$ cat config.mk
export PLATFORM = sky130hd
export DESIGN_NAME = dmem_arbiter
export DESIGN_NICKNAME = d
export VERILOG_FILES = /design/src/rtl/dmem_arb_pkg.sv /design/src/rtl/rr_arb2.sv /design/src/rtl/dmem_arbiter.sv
export SDC_FILE = /design/constraint.sdc
export NUM_CORES = 1
export LEC_CHECK = 0
export BUFFER_PORTS_ARGS = -buffer_cell sky130_fd_sc_hd__buf_2
export CORE_AREA = 4 4 116 118
export CTS_BUF_LIST = sky130_fd_sc_hd__clkbuf_4 sky130_fd_sc_hd__clkbuf_8
export DETAILED_ROUTE_END_ITERATION = 8
export DIE_AREA = 0 0 120 122
export PLACE_DENSITY = 0.49
export SLEW_MARGIN = 30
export SYNTH_ARGS = -nofsm -noshare
export SYNTH_HDL_FRONTEND = slang
export SYNTH_SLANG_ARGS = --single-unit
$ cat constraint.sdc
create_clock -name clk -period 2.05 [get_ports clk]
set_clock_uncertainty 0.2 [all_clocks]
set_input_delay 0.205 -clock clk [delete_from_list [all_inputs] [get_ports clk]]
set_output_delay 0.205 -clock clk [all_outputs]
set_load 0.005 [all_outputs]
$ cat src/rtl/dmem_arb_pkg.sv
// Shared types and constants for the data-memory arbiter.
//   - FSM state encoding (ARB / LOCK0 / LOCK1)
//   - master index constants
//   - read-return tag carried through the BRAM latency pipeline
package dmem_arb_pkg;

  // FSM state encoding
  typedef logic [1:0] state_t;
  localparam state_t ST_ARB   = 2'd0;
  localparam state_t ST_LOCK0 = 2'd1;
  localparam state_t ST_LOCK1 = 2'd2;

  // Master indices
  localparam logic M_CPU = 1'b0;
  localparam logic M_DMA = 1'b1;

  // Read-return tag: one per issued beat, valid only for reads
  typedef struct packed {
    logic valid;
    logic owner;
  } rd_tag_t;

endpackage

$ cat src/rtl/rr_arb2.sv
// Two-way round-robin picker (purely combinational).
//   req  : request vector, bit n = master n
//   last : index of the most recently granted master
//   mask : eligibility mask, bit n = master n may be granted
//   gnt  : one-hot grant (all zero when nothing eligible)
module rr_arb2 (
  input  logic [1:0] req,
  input  logic       last,
  input  logic [1:0] mask,
  output logic [1:0] gnt
);

  logic [1:0] elig;

  // On a tie the master opposite the last winner is chosen
  always_comb begin
    elig = req & mask;
    gnt  = elig;
    if (elig == 2'b11) begin
      gnt = last ? 2'b01 : 2'b10;
    end
  end

endmodule

$ cat src/rtl/dmem_arbiter.sv
// Two-master arbiter for the single data_mem BRAM port.
//   m0_* : CPU load/store unit   m1_* : loader/debug DMA
//   mN_req/we/lock/addr/wdata in, mN_gnt (0-cycle grant), mN_rvalid/rdata out
//   mem_en/we/addr/din drive data_mem, mem_dout returns its read data
// Round-robin between masters, optional lock for atomic sequences, and a
// tag pipeline RD_LAT deep (legal values 1 or 2) that routes read data back
// to the master that issued the read.
module dmem_arbiter
  import dmem_arb_pkg::*;
#(
  parameter int unsigned DATA_W = 32,
  parameter int unsigned ADDR_W = 32,
  parameter int unsigned RD_LAT = 1
) (
  input  logic              clk,
  input  logic              rst_n,

  input  logic              m0_req,
  input  logic              m0_we,
  input  logic              m0_lock,
  input  logic [ADDR_W-1:0] m0_addr,
  input  logic [DATA_W-1:0] m0_wdata,
  output logic              m0_gnt,
  output logic              m0_rvalid,
  output logic [DATA_W-1:0] m0_rdata,

  input  logic              m1_req,
  input  logic              m1_we,
  input  logic              m1_lock,
  input  logic [ADDR_W-1:0] m1_addr,
  input  logic [DATA_W-1:0] m1_wdata,
  output logic              m1_gnt,
  output logic              m1_rvalid,
  output logic [DATA_W-1:0] m1_rdata,

  output logic              mem_en,
  output logic              mem_we,
  output logic [ADDR_W-1:0] mem_addr,
  output logic [DATA_W-1:0] mem_din,
  input  logic [DATA_W-1:0] mem_dout
);

  localparam int unsigned LAST = RD_LAT - 1;

  state_t               state_q, state_d;
  logic                 last_q, last_d;
  rd_tag_t [RD_LAT-1:0] tag_q, tag_d;
  rd_tag_t              tag_in;

  logic [1:0] req, mask, pick, gnt;
  logic       gnt_any, gnt_idx, gnt_lock;

  assign req = {m1_req, m0_req};

  // A lock restricts eligibility to its holder
  always_comb begin
    mask = 2'b11;
    case (state_q)
      ST_LOCK0: mask = 2'b01;
      ST_LOCK1: mask = 2'b10;
      default:  mask = 2'b11;
    endcase
  end

  rr_arb2 u_rr_arb2 (
    .req  (req),
    .last (last_q),
    .mask (mask),
    .gnt  (pick)
  );

  // No grant may escape while reset is held
  assign gnt      = pick & {2{rst_n}};
  assign gnt_any  = |gnt;
  assign gnt_idx  = gnt[1];
  assign gnt_lock = (gnt[0] & m0_lock) | (gnt[1] & m1_lock);
  assign m0_gnt   = gnt[0];
  assign m1_gnt   = gnt[1];

  // Memory port mux; idle outputs parked at zero
  always_comb begin
    mem_en   = gnt_any;
    mem_we   = 1'b0;
    mem_addr = '0;
    mem_din  = '0;
    if (gnt[0]) begin
      mem_we   = m0_we;
      mem_addr = m0_addr;
      mem_din  = m0_wdata;
    end else if (gnt[1]) begin
      mem_we   = m1_we;
      mem_addr = m1_addr;
      mem_din  = m1_wdata;
    end
  end

  // Next state / last-winner update
  always_comb begin
    state_d = state_q;
    last_d  = last_q;
    if (gnt_any) begin
      last_d = gnt_idx;
    end
    case (state_q)
      ST_ARB: begin
        if (gnt_any && gnt_lock) begin
          state_d = gnt_idx ? ST_LOCK1 : ST_LOCK0;
        end
      end
      ST_LOCK0: begin
        if (gnt[0] && !m0_lock) begin
          state_d = ST_ARB;
        end
      end
      ST_LOCK1: begin
        if (gnt[1] && !m1_lock) begin
          state_d = ST_ARB;
        end
      end
      default: state_d = ST_ARB;
    endcase
  end

  // Writes and idle cycles push an invalid tag
  always_comb begin
    tag_in       = '0;
    tag_in.valid = gnt_any & ~mem_we;
    tag_in.owner = gnt_idx;
  end

  if (RD_LAT > 1) begin : g_tag_shift
    assign tag_d = {tag_q[RD_LAT-2:0], tag_in};
  end else begin : g_tag_single
    assign tag_d = tag_in;
  end

  always_ff @(posedge clk or negedge rst_n) begin
    if (!rst_n) begin
      state_q <= ST_ARB;
      last_q  <= M_DMA;
      tag_q   <= '0;
    end else begin
      state_q <= state_d;
      last_q  <= last_d;
      tag_q   <= tag_d;
    end
  end

  // Tag in the last stage lines up with mem_dout
  assign m0_rvalid = tag_q[LAST].valid & (tag_q[LAST].owner == M_CPU);
  assign m1_rvalid = tag_q[LAST].valid & (tag_q[LAST].owner == M_DMA);
  assign m0_rdata  = mem_dout;
  assign m1_rdata  = mem_dout;

endmodule

After elaboration in Yosys (flattened, before gate mapping)

Index checks and enable logic that the tools add are counted.

Register bits after elaboration: 5
Bits of input ports: 168
Output and inout bits: 134

Equal/unequal tests: 6
Mux-type cells: 14
Bitwise logic cells: 10
Reductions and logical operators: 8

Operator list:

| operator                                             | number |
|---|---|
| two-way mux 32 bit                                   | 4 |
| two-way mux 2 bit                                    | 6 |
| inequality test 2 bit (second input constant)        | 3 |
| one-hot mux 2 bit (3 select lines)                   | 1 |
| bitwise AND 1 bit                                    | 5 |
| bitwise AND 2 bit                                    | 2 |
| equality test 2 bit (second input constant)          | 2 |
| one-hot mux 2 bit (2 select lines)                   | 1 |
| logical AND 1 bit                                    | 3 |
| AND reduction 3 bit                                  | 1 |
| equality test 2 x 1 -> 1 bit (second input constant) | 1 |
| logical NOT 1 bit                                    | 2 |
| logical NOT 2 bit                                    | 1 |
| two-way mux 1 bit                                    | 2 |
| inverter 1 bit                                       | 2 |
| OR reduction 2 bit                                   | 1 |
| bitwise OR 1 bit                                     | 1 |

Logic depth before layout (Yosys ltp)

Gate-level depths: netlist of run 1.

Depth in word-level cells: 11
Depth in mapped cells: 6
Mapped depth without buffers: 4

Hierarchy

Synthesis of run 1 repeated with hierarchy kept, for this count alone.

Cells, all modules: 172
Area, all modules: 1448.9 sq um

Modules (own cells, without submodules):

| module       | times used | cells each | area each (sq um) | sequential area each (sq um) |
|---|---|---|---|---|
| dmem_arbiter | 1          | 169        | 1428.9            | 126.4 |
| rr_arb2      | 1          | 3          | 20.0              | 0.0 |

Least setup slack after synthesis of run 1

No wires, ideal clock.

Path kind: register to output
Start: reg last_q
End: out mem_addr[0]
Arrival time: 1.300 ns
Required time: 1.645 ns
Setup slack: 0.345 ns
Cell stages (with the launch flop): 7
Path through: dfstp_2 > nand2b_1 > nand2_1 > a21oi_2 > buf_4 > buf_6 > a22o_1

Word-level cells in the longest chain between the ends: 5

RTL lines:

| what                     | line                | RTL |
|---|---|---|
| start: declaration       | dmem_arbiter.sv:46  | `logic last_q, last_d;` |
| start signal: assignment | dmem_arbiter.sv:144 | `last_q <= last_d;` |
| two-way mux 2 bit (*)    | rr_arb2.sv:20       | `gnt = last ? 2'b01 : 2'b10;` |
| two-way mux 2 bit (*)    | rr_arb2.sv:19       | `if (elig == 2'b11) begin` |
| bitwise AND 2 bit (*)    | dmem_arbiter.sv:73  | `assign gnt = pick & {2{rst_n}};` |
| two-way mux 32 bit       | dmem_arbiter.sv:90  | `end else if (gnt[1]) begin` |
| two-way mux 32 bit (*)   | dmem_arbiter.sv:86  | `if (gnt[0]) begin` |
| end: declaration         | dmem_arbiter.sv:38  | `output logic [ADDR_W-1:0] mem_addr,` |

Mark *: on every way between the ends. The rest lies on a longest branch, timed or not.

Worst setup path in the final report of run 1

Start: reg last_q
End: out mem_addr[30]

Same word-level chain as after synthesis.

==> results.ini, run 1 <==
[outcome]
status=complete, but fails checks
violations=negative setup slack

[logic_synthesis]
yosysUniqueCellTypes=19
ys_warn_count=0
synth_commonest_cells=buf_4, a22o_1, buf_2
post-synth-top-count-cell=buf_4
synth.net_count=339
synth.area.top_cells=a22o_1, buf_4, dfrtp_1, buf_6, buf_2
synth_ff_type=dfrtp_1
synth_area_per_cell_um2=8.30
synth_top_area_cell=a22o_1
synthCells=171
syn_area_um2=1420
synth-seq-cells=5
async_flop_share=1.00
synth.top_cell.area_share=0.401
synth_edf_count=0
seq_area_frac_synth=0.0890

[sta]
post-route-min-period_ns=2.18
slew_headroom=0.780
final-setup-viol-count=65
finalCritPeriodShare=1.06
rsz0062_at_grt=true
worstMarginPinSlew_ns=0.329
finalMaxSlewViolations=0
fmax_mhz=459
worst_slack_ns=-0.130
hold_viol=0
hold_slack_ns=0.0671

[critical_path]
critPathTopFamily=flip-flops
crit_path_cell_trace=nand2b_4, nand2_4, a21oi_4, buf_12, buf_12, clkbuf_16, a22o_1, buf_2
critPathLaunchType=flip-flop
critPathArrivalTime_ns=1.78
worst_ep_required_time_ns=1.64
crit_top_cell=buf_12
slowest_stage=dfstp_2
critPathBufInv=4
endpoint_kind=primary output
worstSetupPathType=flip-flop to primary output
worst_path_largest_cell_delay_ns=0.55
critPathMaxFanout=6

[detailed_routing]
wirelength_mm=8.34
num_vias=1965
dr.pass1.iters=4
drtAntennaViolNets=0
wl_per_cell_um=16.8
drtIter0Drc=35
drc=0
vias_per_cell=3.96

[global_route]
grt_first_pass_wirelength_mm=11.4
grt_max_degree=24
grt_usage=0.0999
antenna_found_initial=0
grt_pass1_vias=2007
grt_overflow_total=0

[power]
combPwrFrac=0.783
clockPowerShare=0.115
p_sw_mw=0.618
power.leakage_nw=1.49
seqPwrFrac=0.102
p_int_mw=1.04
switching_share=0.372
irDropWorstVdd_mv=0.228
powerDensity_nw_per_um2=641

[cells_and_area]
nFillCells=1369
seqCellArea_um2=128
drive_above_1_share=0.735
multi_input_area_um2=753
nNetsFinal=493
layout.cells.non_filler=496
areaGrowthSynthToFinish_pct=82.5
insertedDiodeCount=0

[floorplanning]
ios=302
die-area_um2=14600
floorplan.initialDensity=0.114
die_w_um=120
fp.dieH_um=122
core_um2=12500
rows=41

[clock_tree]
clock-sinks=5
clock_path_buffers=2
clkTransAtPathRegs_ns=0.03
clockRootBuffer=clkbuf_8
clk-insertion-delay-late_ns=0.22
tritoncts=yes
h-tree-depth=1
numCtsBuffers=3

[flow_run]
cap_violations=0

[place]
place.gp.congestion=0.731
dpl.hpwl_mm=5.84
port_buffers=205
post-place-cells=474

[min_path]
hold_path_class=input pin to flip-flop

[layer usage]
layer,wire [µm],track usage,up-vias
met4,204,0.0258,0
li1,-,-,888
met1,2870,0.101,893
met5,0,0,-
met2,4330,0.200,152
met3,936,0.0274,32
[tightest hold or removal path, delay by kind of cell]
family,cells,cell delay (ns)
buffers and inverters,1,0.09
and+or+nand+nor,2,0.14
[repair_timing]
action                                  CTS  global route
hold buffers                              3             0
endpoints found under the setup margin   65            67
setup buffers                             7             1
cloned                                    7             1
pin swaps                                 3            21
resized for setup                        12             5
endpoints found under the hold margin     6             0
[cell families after synthesis]
kind of cell	synth area share
compound gates	0.444
buf+inv	0.416
flops	0.0890
simple gates	0.0511
[cells in the final DEF, fill, tap and decap left out, drive strengths merged, types with 3 or more instances in the layout]
cell type	instances
buf	220
a22o	65
clkbuf	5
nand2	5
dfrtp	4
nand2b	3
bufbuf	3
dlygate4sd3	3
[power groups by stage]
stage / clock [mW] / sequential, mW / combinational [mW]
finish: 0.190 / 0.170 / 1.30
global route: 0.205 / 0.175 / 1.40
CTS: 0.196 / 0.165 / 1.30
detailed placement: 0 / 0.164 / 0.943
global placement: 0 / 0.162 / 0.934
floorplan: 0 / 0.158 / 0.599
[cell type report]
cell class,count,area share
timing repair buffer,227,0.557
multi-input combinational,87,0.291
tap,172,0.0831
inverter,1,0.00145
clock buffer,4,0.0188
sequential,5,0.0493
[path summary, 6_finish.rpt]
kind | start | to | slack (ns) | cells past startpoint
max | last_q$_DFFE_PN1P_ | mem_addr[30] | -0.13 | 8
min | m1_lock | state_q[1]$_DFFE_PN0P_ | 0.07 | 3
min reg2reg | state_q[0]$_DFFE_PN0P_ | state_q[1]$_DFFE_PN0P_ | 0.31 | 1
min in group asynchronous | rst_n | state_q[1]$_DFFE_PN0P_ | 0.27 | 2
max in group asynchronous | rst_n | last_q$_DFFE_PN1P_ | 1.12 | 2
max reg2reg | last_q$_DFFE_PN1P_ | tag_q[1]$_DFF_PN0_ | 0.27 | 6
[stage by stage]
| step | worst slack, ns | instance area [µm²] | setup TNS (ns) | utilization | total power, mW |
|---|---|---|---|---|---|
| floorplan | 0.345 | 1420 | 0 | - | 0.757 |
| global placement | 0.146 | 2160 | 0 | 0.173 | 1.10 |
| detailed placement | 0.114 | 2160 | 0 | 0.173 | 1.11 |
| CTS | -0.105 | 2570 | -4.77 | 0.206 | 1.67 |
| global route | -0.190 | 2590 | -9.62 | 0.208 | 1.78 |
| finish | -0.130 | 2590 | -4.60 | 0.208 | 1.66 |
[sequential cells by signal, indices dropped and copies added, names as in the netlist]
signal and count:
last_q 1, tag_q 2, state_q 2
Note: power is estimated with default switching activity, not from simulation.
==> run 2: changes to the inputs <==
SKIP_LAST_GASP = 1   (was default)
==> run 2 against run 1 <==
Net effect:
- highest routed layer unchanged
- critical path depth unchanged
- largest power group unchanged
- routed wire length down 0.29%
- the run still ends with negative setup slack left
- sequential power about the same
==> results.ini, run 2 (same netlist as run 1, synthesis figures left out) <==
[floorplanning]
core_um2=12500  ; unchanged
floorplan.initialDensity=0.114  ; unchanged
die-area_um2=14600  ; unchanged
fp.dieH_um=122  ; unchanged
ios=302  ; unchanged
die_w_um=120  ; unchanged
rows=41  ; unchanged

[sta]
final-setup-viol-count=65  ; unchanged
hold_slack_ns=0.0671  ; about the same
fmax_mhz=458  ; was 459 MHz
rsz0062_at_grt=true  ; unchanged
finalCritPeriodShare=1.06  ; about the same
worstMarginPinSlew_ns=0.328  ; was 0.329 ns
worst_slack_ns=-0.132  ; was -0.130 ns
hold_viol=0  ; unchanged
finalMaxSlewViolations=0  ; unchanged
post-route-min-period_ns=2.18  ; about the same
slew_headroom=0.780  ; about the same

[cells_and_area]
reg.largest.list=state_q x2, tag_q x2, last_q x1  ; unchanged
nFillCells=1369  ; unchanged
drive_above_1_share=0.735  ; unchanged
layout_commonest_cell=buf_2  ; unchanged
areaGrowthSynthToFinish_pct=82.8  ; was 82.5%
seqCellArea_um2=128  ; unchanged
multi_input_area_um2=753  ; unchanged
nNetsFinal=493  ; unchanged
layout_common_cells=buf_2, a22o_1, buf_12  ; unchanged
insertedDiodeCount=0  ; unchanged

[power]
combPwrFrac=0.783  ; about the same
irDropWorstVdd_mv=0.228  ; about the same
powerDensity_nw_per_um2=641  ; about the same
clockPowerShare=0.114  ; was 0.115
p_int_mw=1.05  ; was 1.04 mW
report.power.total_mw=1.66  ; about the same
switching_share=0.369  ; was 0.372
p_sw_mw=0.614  ; was 0.618 mW
seqPwrFrac=0.102  ; about the same
power.leakage_nw=1.49  ; about the same

[critical_path]
critPathArrivalTime_ns=1.78  ; about the same
crit_top_cell=buf_12  ; unchanged
worst_path_largest_cell_delay_ns=0.55  ; about the same
critPathTopFamily=flip-flops  ; unchanged
critPathBufInv=4  ; unchanged
slowest_stage=dfstp_2  ; unchanged
worstSetupPathType=flip-flop to primary output  ; unchanged
endpoint_kind=primary output  ; unchanged
critPathMaxFanout=6  ; unchanged
critPathLaunchType=flip-flop  ; unchanged
crit_path_cell_trace=nand2b_4, nand2_4, a21oi_4, buf_12, buf_12, clkbuf_16, a22o_1, buf_2  ; unchanged
worst_ep_required_time_ns=1.64  ; about the same

[global_route]
grt_pass1_vias=2007  ; unchanged
grt_overflow_total=0  ; unchanged
grt_first_pass_wirelength_mm=11.4  ; unchanged
grt_max_degree=24  ; unchanged
antenna_found_initial=0  ; unchanged
grt_usage=0.0999  ; unchanged

[outcome]
status=complete, but fails checks  ; unchanged
violations=negative setup slack  ; unchanged

[clock_tree]
clkTransAtPathRegs_ns=0.03  ; about the same
tritoncts=yes  ; unchanged
clockRootBuffer=clkbuf_8  ; unchanged
clock-sinks=5  ; unchanged
numCtsBuffers=3  ; unchanged
clock_path_buffers=2  ; unchanged
clk-insertion-delay-late_ns=0.22  ; about the same
h-tree-depth=1  ; unchanged

[detailed_routing]
vias_per_cell=3.95  ; was 3.96
drtIter0Drc=37  ; was 35
wl_per_cell_um=16.8  ; about the same
dr.pass1.iters=4  ; unchanged
wirelength_mm=8.32  ; was 8.34 mm
drc=0  ; unchanged
num_vias=1957  ; was 1965
drtAntennaViolNets=0  ; unchanged

[place]
place_ws_ns=0.114  ; unchanged
dpl.hpwl_mm=5.84  ; unchanged
port_buffers=205  ; unchanged
place.gp.congestion=0.731  ; unchanged

[min_path]
hold_path_class=input pin to flip-flop  ; unchanged

[flow_run]
cap_violations=0  ; unchanged

run 2: changes by cell type in the layout (fill, tap and decap cells not counted), sizes merged:
| cell | change |
|---|---|
| buf | -1 |
| bufbuf | +1 |
run 2: power groups by stage:
stage                     registers (mW)  logic (mW)  clock network [mW]
after floorplan                    0.158       0.599                   0
after detailed placement           0.164       0.943                   0
final                              0.170        1.30               0.190
after global placement             0.162       0.934                   0
after global routing               0.175        1.41               0.205
after CTS                          0.165        1.31               0.196
run 2: tightest hold or removal path, cell delays in order:
cell and delay (ns):
buf_2 0.09, nor2_1 0.09, nor3_1 0.05
run 2: final timing paths:
path	cells after the start	end	startpoint	slack [ns]
setup / recovery	8	mem_addr[30]	last_q$_DFFE_PN1P_	-0.13
hold / removal	3	state_q[1]$_DFFE_PN0P_	m1_lock	0.07
hold reg to reg	1	state_q[1]$_DFFE_PN0P_	state_q[0]$_DFFE_PN0P_	0.31
setup reg to reg	6	tag_q[1]$_DFF_PN0_	last_q$_DFFE_PN1P_	0.27
max in group asynchronous	2	last_q$_DFFE_PN1P_	rst_n	1.12
min in group asynchronous	2	state_q[1]$_DFFE_PN0P_	rst_n	0.26
run 2: stage by stage:
step / std cells / area [µm²] / TNS (ns) / utilization
2_1_floorplan: 171 / 1420 / 0 / -
3_3_place_gp: 474 / 2160 / 0 / 0.173
3_5_place_dp: 474 / 2160 / 0 / 0.173
4_1_cts: 495 / 2580 / -5.01 / 0.207
5_1_grt: 496 / 2600 / -9.96 / 0.208
6_report: 496 / 2600 / -5.10 / 0.208
run 2: what timing repair did:
action                                  in CTS  in global routing
setup buffers                                7                  1
hold endpoints to repair                     6                  0
hold buffers                                 3                  0
pin swaps                                    3                 21
cloned                                       7                  1
endpoints found under the setup margin      65                 67
gates resized for setup                     11                  5
run 2: layout make-up:
| type | instances | area share |
|---|---|---|
| Timing Repair Buffer | 227 | 0.558 |
| Multi-Input combinational cell | 87 | 0.290 |
| Tap cell | 172 | 0.0829 |
| Sequential cell | 5 | 0.0492 |
| Clock buffer | 4 | 0.0188 |
| Inverter | 1 | 0.00145 |
run 2: routing by layer:
metal | wire length, µm | track usage | vias up
met5 | 0 | 0 | -
li1 | - | - | 890
met3 | 923 | 0.0274 | 30
met1 | 2890 | 0.101 | 889
met2 | 4310 | 0.200 | 148
met4 | 199 | 0.0258 | 0
